<file path="src/rtl/count_timer_pkg.sv">
// Shared definitions for the count_timer_ctrl block.
//   state_t   : controller state encoding (IDLE / RUN / PAUSED)
//   WIDTH_DEF : default counter / load-value width in bits
package count_timer_pkg;

    localparam int WIDTH_DEF = 4;

    typedef enum logic [1:0] {
        ST_IDLE   = 2'd0,
        ST_RUN    = 2'd1,
        ST_PAUSED = 2'd2
    } state_t;

endpackage : count_timer_pkg

</file>
<file path="src/rtl/count_timer_ctrl_load_up_counter.sv">
// load_up_counter: loadable WIDTH-bit up-counter.
//   clk   in  : clock, rising edge
//   rst_n in  : synchronous active-low reset, clears q to 0
//   load  in  : load din into the counter (wins over en)
//   en    in  : increment by one this cycle
//   din   in  : load value
//   q     out : current counter value
module load_up_counter #(
    parameter int WIDTH = 4
) (
    input  logic             clk,
    input  logic             rst_n,
    input  logic             load,
    input  logic             en,
    input  logic [WIDTH-1:0] din,
    output logic [WIDTH-1:0] q
);

    logic [WIDTH-1:0] q_d;
    logic [WIDTH-1:0] q_q;

    always_comb begin
        q_d = q_q;
        if (load) begin
            q_d = din;
        end else if (en) begin
            q_d = q_q + 1'b1;
        end
    end

    always_ff @(posedge clk) begin
        if (!rst_n) begin
            q_q <= '0;
        end else begin
            q_q <= q_d;
        end
    end

    assign q = q_q;

endmodule : load_up_counter

</file>
<file path="src/rtl/count_timer_ctrl.sv">
// count_timer_ctrl: programmable interval timer built around load_up_counter.
// Loads a start value, counts qualified ticks up to all-ones, pulses expire,
// then either stops (one-shot) or reloads the captured period (periodic).
//   clk         in  : clock, rising edge
//   rst_n       in  : synchronous active-low reset
//   start       in  : 1-cycle request, capture load_val/mode_reload and (re)start
//   stop        in  : 1-cycle request, abort to IDLE (beats start)
//   pause       in  : level, freezes counting while high
//   mode_reload in  : 0 = one-shot, 1 = periodic, sampled with start
//   load_val    in  : start value, period = MAX - load_val + 1 ticks
//   tick_en     in  : count qualifier
//   busy        out : high in RUN or PAUSED
//   expire      out : registered 1-cycle pulse after a terminal tick
//   count       out : current counter value
module count_timer_ctrl
    import count_timer_pkg::*;
#(
    parameter int WIDTH = WIDTH_DEF
) (
    input  logic             clk,
    input  logic             rst_n,
    input  logic             start,
    input  logic             stop,
    input  logic             pause,
    input  logic             mode_reload,
    input  logic [WIDTH-1:0] load_val,
    input  logic             tick_en,
    output logic             busy,
    output logic             expire,
    output logic [WIDTH-1:0] count
);

    localparam logic [WIDTH-1:0] MAX = '1;

    state_t           state_d, state_q;
    logic             expire_d, expire_q;
    logic [WIDTH-1:0] period_d, period_q;
    logic             mode_d, mode_q;

    logic             cnt_load;
    logic             cnt_en;
    logic [WIDTH-1:0] cnt_din;
    logic [WIDTH-1:0] count_q;

    load_up_counter #(
        .WIDTH (WIDTH)
    ) u_counter (
        .clk   (clk),
        .rst_n (rst_n),
        .load  (cnt_load),
        .en    (cnt_en),
        .din   (cnt_din),
        .q     (count_q)
    );

    // Event priority: stop > start > pause > terminal tick > normal tick.
    // A terminal tick replaces the MAX->0 wrap: either reload the period or
    // hold at MAX and drop to IDLE.
    always_comb begin
        state_d  = state_q;
        expire_d = 1'b0;
        period_d = period_q;
        mode_d   = mode_q;
        cnt_load = 1'b0;
        cnt_en   = 1'b0;
        cnt_din  = period_q;

        if (stop) begin
            state_d = ST_IDLE;
        end else if (start) begin
            period_d = load_val;
            mode_d   = mode_reload;
            cnt_load = 1'b1;
            cnt_din  = load_val;
            state_d  = ST_RUN;
        end else begin
            case (state_q)
                ST_IDLE: begin
                end
                ST_RUN: begin
                    if (pause) begin
                        state_d = ST_PAUSED;
                    end else if (tick_en) begin
                        if (count_q == MAX) begin
                            expire_d = 1'b1;
                            if (mode_q) begin
                                cnt_load = 1'b1;
                            end else begin
                                state_d = ST_IDLE;
                            end
                        end else begin
                            cnt_en = 1'b1;
                        end
                    end
                end
                // Leaving PAUSED does not count; the next tick_en does.
                ST_PAUSED: begin
                    if (!pause) begin
                        state_d = ST_RUN;
                    end
                end
                default: begin
                    state_d = ST_IDLE;
                end
            endcase
        end
    end

    always_ff @(posedge clk) begin
        if (!rst_n) begin
            state_q  <= ST_IDLE;
            expire_q <= 1'b0;
            period_q <= '0;
            mode_q   <= 1'b0;
        end else begin
            state_q  <= state_d;
            expire_q <= expire_d;
            period_q <= period_d;
            mode_q   <= mode_d;
        end
    end

    assign busy   = (state_q == ST_RUN) || (state_q == ST_PAUSED);
    assign expire = expire_q;
    assign count  = count_q;

endmodule : count_timer_ctrl

</file>
<file path="config.mk">
export PLATFORM = sky130hd
export DESIGN_NAME = count_timer_ctrl
export DESIGN_NICKNAME = d
export VERILOG_FILES = /design/src/rtl/count_timer_pkg.sv /design/src/rtl/count_timer_ctrl_load_up_counter.sv /design/src/rtl/count_timer_ctrl.sv
export SDC_FILE = /design/constraint.sdc
export NUM_CORES = 1
export LEC_CHECK = 0
export ABC_CLOCK_PERIOD_IN_PS = 3600
export BUFFER_PORTS_ARGS = -buffer_cell sky130_fd_sc_hd__clkbuf_2
export CAP_MARGIN = 20
export CELL_PAD_IN_SITES_DETAIL_PLACEMENT = 0
export CELL_PAD_IN_SITES_GLOBAL_PLACEMENT = 1
export CORE_MARGIN = 4
export CORE_UTILIZATION = 39
export CTS_CLUSTER_SIZE = 16
export DETAILED_ROUTE_END_ITERATION = 8
export PLACE_DENSITY_LB_ADDON = 0.2
export SYNTH_ARGS = -nofsm -noshare
export SYNTH_HDL_FRONTEND = slang
export SYNTH_SLANG_ARGS = --single-unit
</file>
<file path="constraint.sdc">
create_clock -name clk -period 3.6 [get_ports clk]
set_clock_uncertainty 0.05 [all_clocks]
set_input_delay 0.36 -clock clk [delete_from_list [all_inputs] [get_ports clk]]
set_output_delay 0.36 -clock clk [all_outputs]
set_load 0.02 [all_outputs]
</file>
==> flow_summary.toml, run 1 <==
[status]
status = "finished, final reports clean"

[yosys]
synth_area_leaders = "dfxtp_1, ha_1, nand2_1, a21oi_1, o21ai_0"
synthAdderAreaFrac_pct = 7.25
synth_simple_gate_area_share_pct = 30.1
yosysTopAreaCell = "dfxtp_1"
syn_nets = 97
synth_top_family_by_area = "simple AND/OR/NAND/NOR gates"
ys_ff_latch = 12
synth_edf_count = 0
ys.flop_type = "dfxtp_1"
ys_warn_count = 0
synth_cell_types = 34
seq_area_frac_synth_pct = 34.8
synth.avg_cell_area_sq_um = 8.42
mappedNetlistArea_sq_um = 691
syn_inst = 82
synth.top_cells.by_count = "nand2_1, dfxtp_1, a21oi_1"
yosys.area_share.xor_xnor_pct = 0
synth_most_common_cell = "nand2_1"
synth_compound_area_share_pct = 23.2
netlist.area_leader.share_pct = 34.8
async_reset_ff_share_pct = 0
muxShareOfSynthArea_pct = 0

[clock_network]
cts_tree = "built"
clockBufferDepth = 2
post_cts_buffers = 0
cts.sink_count = 12
htree_num_levels = 1
numCtsBuffers = 3
cts_hold_buf = 0
worst_skew_pair.late_latency_ns = 0.27
ctsResizeCount = 0
cts.clk_slew.worst_paths_ns = 0.08
cts_root_buf = "clkbuf_4"

[sta]
fin_crit_sh_pct = 51.1
finalHoldViolCount = 0
slew_violations = 0
slew_headroom_pct = 62.6
max_freq_ghz = 0.543
finalSetupViolations = 0
finalSetupTns_ns = 0
rsz0062_at_grt = "false"
worst_pin_slew_ns = 0.560
fin_crit_ns = 1.84

[power_and_ir_drop]
leakagePower_nw = 0.350
finalPower_w = 0.000290
irDropWorstVdd_v = 0.000233
power_density_nw_per_um2 = 354

[cells_and_area]
drive_gt1_share_pct = 26.0
nets = 116
fin_cells = 124
diodes = 0
area_growth_pct = 18.7

[place]
gp_congestion = 0.857
io_buffer_count = 16
hpwl_mm = 1.19
dp.cells = 120

[routing]
vias = 675
finalWirelength_mm = 1.56
avgViaCountPerCell = 5.44
dr.first_iter.drc_count = 13
wl_per_cell_microns = 12.6
ant_nets = 0
dr.pass1.iters = 4
route.detailed.drc = 0

[floorplanning]
die_area_sq_um = 2510
initial_core_util_pct = 43.3
die_h_microns = 50.1
core_area_sq_um = 1590
ios = 17
dieWidth_microns = 50.1
rows = 14

[critical_path]
cp_max_fo = 6
critPathCaptureType = "flop"
required_ns = 3.71
worstSetupPathType = "reg2reg"
cp-start-kind = "flop"
crit_arrival_ns = 1.95

[global_routing]
grt_pass1_vias = 562
grt_start_max_net_pins = 10
grtUsageTotal_pct = 13.2
grt_first_pass_wirelength_mm = 2.55
grt_overflow_total = 0
antenna_found_initial = 0

[worst_hold_path]
hp-class = "in2reg"

[run]
drv_cap = 0
-- cells in the final DEF, fill, tap and decap left out --
master,n
clkinv_1,1
o21ai_0,5
a21oi_1,6
clkbuf_4,3
dfxtp_1,12
a31oi_1,3
nand4_1,1
nand3b_4,1
ha_1,4
o21ba_2,1
o21a_1,1
nand2b_1,1
and3_4,1
and4bb_2,1
o221ai_1,1
a2111oi_1,1
nand2_1,13
a2111oi_0,1
nor2_1,3
a211o_1,1
a21o_1,1
and3_1,3
clkbuf_2,16
and3_2,2
nand3_1,3
inv_1,3
nor2b_1,2
a221oi_1,1
and2_1,1
nand3b_1,1
nor4_1,1
o2111ai_1,1
nor3_1,2
a211oi_1,1
clkbuf_8,1
-- state kept, by name (all words and copies together), names as in the netlist --
name / flops
expire: 1
u_counter.q: 4
state_q: 2
period_q: 4
mode_q: 1
-- worst max-delay path: stages, from the launching register on --
cell,delay (ns)
dfxtp_1,0.41
ha_1,0.26
and3_4,0.25
nand3b_4,0.09
a211o_1,0.29
a2111oi_1,0.38
-- power breakdown --
part / leakage, nW / total (W) / internal [W] / switching, W
combinational: 0.231 / 0.0000397 / 0.0000166 / 0.0000230
clock: 0.0210 / 0.000105 / 0.0000614 / 0.0000439
sequential: 0.0981 / 0.000145 / 0.000138 / 0.00000635
total: 0.350 / 0.000290 / 0.000217 / 0.0000733
-- final timing paths --
path / start / end / slack, ns / depth (start not counted)
max reg2reg: u_counter.q[0] / state_q[0] / 1.76 / 5
min reg2reg: period_q[1] / period_q[1] / 0.41 / 2
max: u_counter.q[0] / state_q[0] / 1.76 / 5
min: mode_reload / mode_q / 0.26 / 3
-- per-layer routing --
| metal | GRT usage, % | vias to the layer above | wire length (microns) |
|---|---|---|---|
| met1 | 16.8 | 315 | 736 |
| met3 | 4.52 | 2 | 92 |
| met5 | 0 | - | 0 |
| met4 | 4.15 | 0 | 13 |
| met2 | 20.7 | 19 | 716 |
| li1 | - | 339 | - |
-- cell type report --
cell class,count,area [sq um]
Fill cell,167,774
Multi-Input combinational cell,64,418
Sequential cell,12,240
Timing Repair Buffer,16,80.1
Clock buffer,4,36.3
Tap cell,24,30.0
Inverter,4,15.0
-- cell families (layout without fill, tap and decap cells) --
logic type	Yosys count	in the layout
AO/OA/AOI/OAI	24	24
buffers and inverters	6	24
AND/OR/NAND/NOR	36	36
adder cells (fa/ha/maj)	4	4
flip-flops	12	12
-- through the flow --
stage	cell area, sq um	hold slack (ns)	worst slack [ns]	util, %
after CTS	820	0.254	1.74	51.4
final	820	0.258	1.76	51.4
after detailed placement	783	0.400	1.76	49.1
after floorplan	691	0.382	1.78	-
after global routing	820	0.244	1.65	51.4
after global placement	783	0.397	1.87	49.1
Note: power is estimated with default switching activity, not from simulation.
==> inputs of run 2 (changes only) <==
Settings changed: ABC_CLOCK_PERIOD_IN_PS 3600 to 1500, CORE_UTILIZATION 39 to 33.
Clock period 3.6 ns to 1.5 ns, I/O delays scaled along.
==> run 2 against run 1 <==
- first-iteration DRC count fell by 23%
- final area grew 14%
- worst hold slack got worse by 0.22 ns
- utilization fell by 4.1 points
- non-clock buffer count up 9
- clock-buffer cell count down 1
- clock power up 100%
- die area grew 15%
- flip-flop and latch count stayed put
- power up 140%
- sequential share of layout area decreased by 2.5 points
- register-to-register slack lost 1.7 ns
==> flow_summary.toml, run 2 (synthesis results as in run 1) <==
[clock_network]
cts_tree = "built"
clockBufferDepth = 2
cts.sink_count = 12
cts_root_buf = "clkbuf_4"
cts.clk_slew.worst_paths_ns = 0.09
post_cts_buffers = 0
htree_num_levels = 1
numCtsBuffers = 3
worst_skew_pair.late_latency_ns = 0.28

[sta]
worst_pin_slew_ns = 0.374
fin_hold_ws_ns = 0.0347
rsz0062_at_grt = "true"
fin_crit_sh_pct = 97.8
finalSetupTns_ns = 0
fin_crit_ns = 1.47
finalHoldViolCount = 0
setup_slack_ns = 0.0334
slew_headroom_pct = 75.1
slew_violations = 0
max_freq_ghz = 0.682
finalSetupViolations = 0

[critical_path]
cp_max_fo = 3
required_ns = 1.63
crit_arrival_ns = 1.60
crit_slowest_cell = "dfxtp_4"
critPathCaptureType = "flop"
crit_start = "u_counter.q[1]"
cp-start-kind = "flop"
worstSetupPathType = "reg2reg"
critPathMaxStageDelay_ns = 0.36
r2r_start = "u_counter.q[1]"
crit_chain = "ha_4 > and3_4 > nand3b_4 > a211o_1 > a2111oi_2"

[power_and_ir_drop]
irDropWorstVdd_v = 0.000392
pwr-share-comb_pct = 18.2
clkPwrFrac_pct = 31.4
power.switching_w = 0.000202
p_seq_share_pct = 50.3
power_density_nw_per_um2 = 731
leakagePower_nw = 0.397
finalPower_w = 0.000685
switching_share_pct = 29.4
p_int_w = 0.000484

[routing]
avgViaCountPerCell = 5.28
dr.pass1.iters = 4
route.detailed.drc = 0
dr.first_iter.drc_count = 10
finalWirelength_mm = 1.92
vias = 718
wl_per_cell_microns = 14.1
ant_nets = 0

[floorplanning]
ios = 17
core_area_sq_um = 1980
dieWidth_microns = 53.8
initial_core_util_pct = 34.8
rows = 16
die_area_sq_um = 2890
die_h_microns = 53.8

[run]
drv_cap = 0

[global_routing]
grtUsageTotal_pct = 15.7
grt_first_pass_wirelength_mm = 3.22
grt_pass1_vias = 757
grt_start_max_net_pins = 10
grt_overflow_total = 0
antenna_found_initial = 0

[place]
postPlaceCellArea_sq_um = 877
dp_slack_ns = 0.00174
io_buffer_count = 16
hpwl_mm = 1.43
gp_congestion = 0.773

[status]
status = "finished, final reports clean"

[cells_and_area]
area_growth_pct = 35.7
drive_gt1_share_pct = 43.1
nets = 125
fillers = 211
stdcell_area_sq_um = 937
final_common_cell = "clkbuf_2"
diodes = 0
final_cell_mix = "clkbuf_2, nand2_1, buf_4"

[worst_hold_path]
hp-start = "mode_reload"
hp-class = "in2reg"
run 2: cell types whose count changed in the layout (fill, tap and decap cells not counted), moves of 2 or more:
cell	change
buf_4	+9
dfxtp_1	-5
dfxtp_2	+3
a2111oi_2	+2
dfxtp_4	+2
ha_1	-2
run 2: worst paths after layout:
kind	to	slack, ns	depth (start not counted)
min reg2reg	period_q[0]	0.42	2
min	mode_q	0.03	3
max	state_q[0]	0.03	5
max reg2reg	state_q[0]	0.03	5
run 2: repair_timing:
item,in CTS,in global routing
gates resized for setup,2,8
pin swaps,0,1
endpoints found under the setup margin,1,4
hold buffers,0,0
run 2: power groups by stage:
stage	sequential, W	clock (W)	combinational, W
2_1_floorplan	0.000359	0	0.0000550
3_3_place_gp	0.000352	0	0.000115
3_5_place_dp	0.000352	0	0.000117
4_1_cts	0.000345	0.000224	0.000119
5_1_grt	0.000347	0.000247	0.000139
6_report	0.000345	0.000215	0.000125
run 2: cell type report:
type | count | area [sq um] | area share, %
Clock buffer | 3 | 22.5 | 2.40
Clock inverter | 1 | 3.75 | 0.401
Inverter | 4 | 15.0 | 1.60
Multi-Input combinational cell | 64 | 463 | 49.4
Sequential cell | 12 | 251 | 26.8
Tap cell | 27 | 33.8 | 3.60
Timing Repair Buffer | 25 | 148 | 15.8
run 2: stage by stage:
| step | cells | utilization, % |
|---|---|---|
| 3_3_place_gp | 132 | 44.3 |
| 5_1_grt | 136 | 47.3 |
| 3_5_place_dp | 132 | 44.3 |
| 4_1_cts | 136 | 45.9 |
| 6_report | 136 | 47.3 |
| 2_1_floorplan | 82 | - |
run 2: critical path: cells and delay by family (launching register included):
kind	cells	cell delay [ns]
DFF	1	0.36
and+or+nand+nor	2	0.28
adders and majority gates	1	0.13
AOI/OAI and AO/OA	2	0.55
run 2: layer usage:
metal | part of all wire, % | vias up | GRT usage (%)
met3 | 5.5 | 2 | 4.99
met5 | 0 | - | 0
met2 | 48 | 19 | 24.0
met4 | 0.94 | 0 | 6.81
met1 | 46 | 337 | 20.1
li1 | - | 360 | -
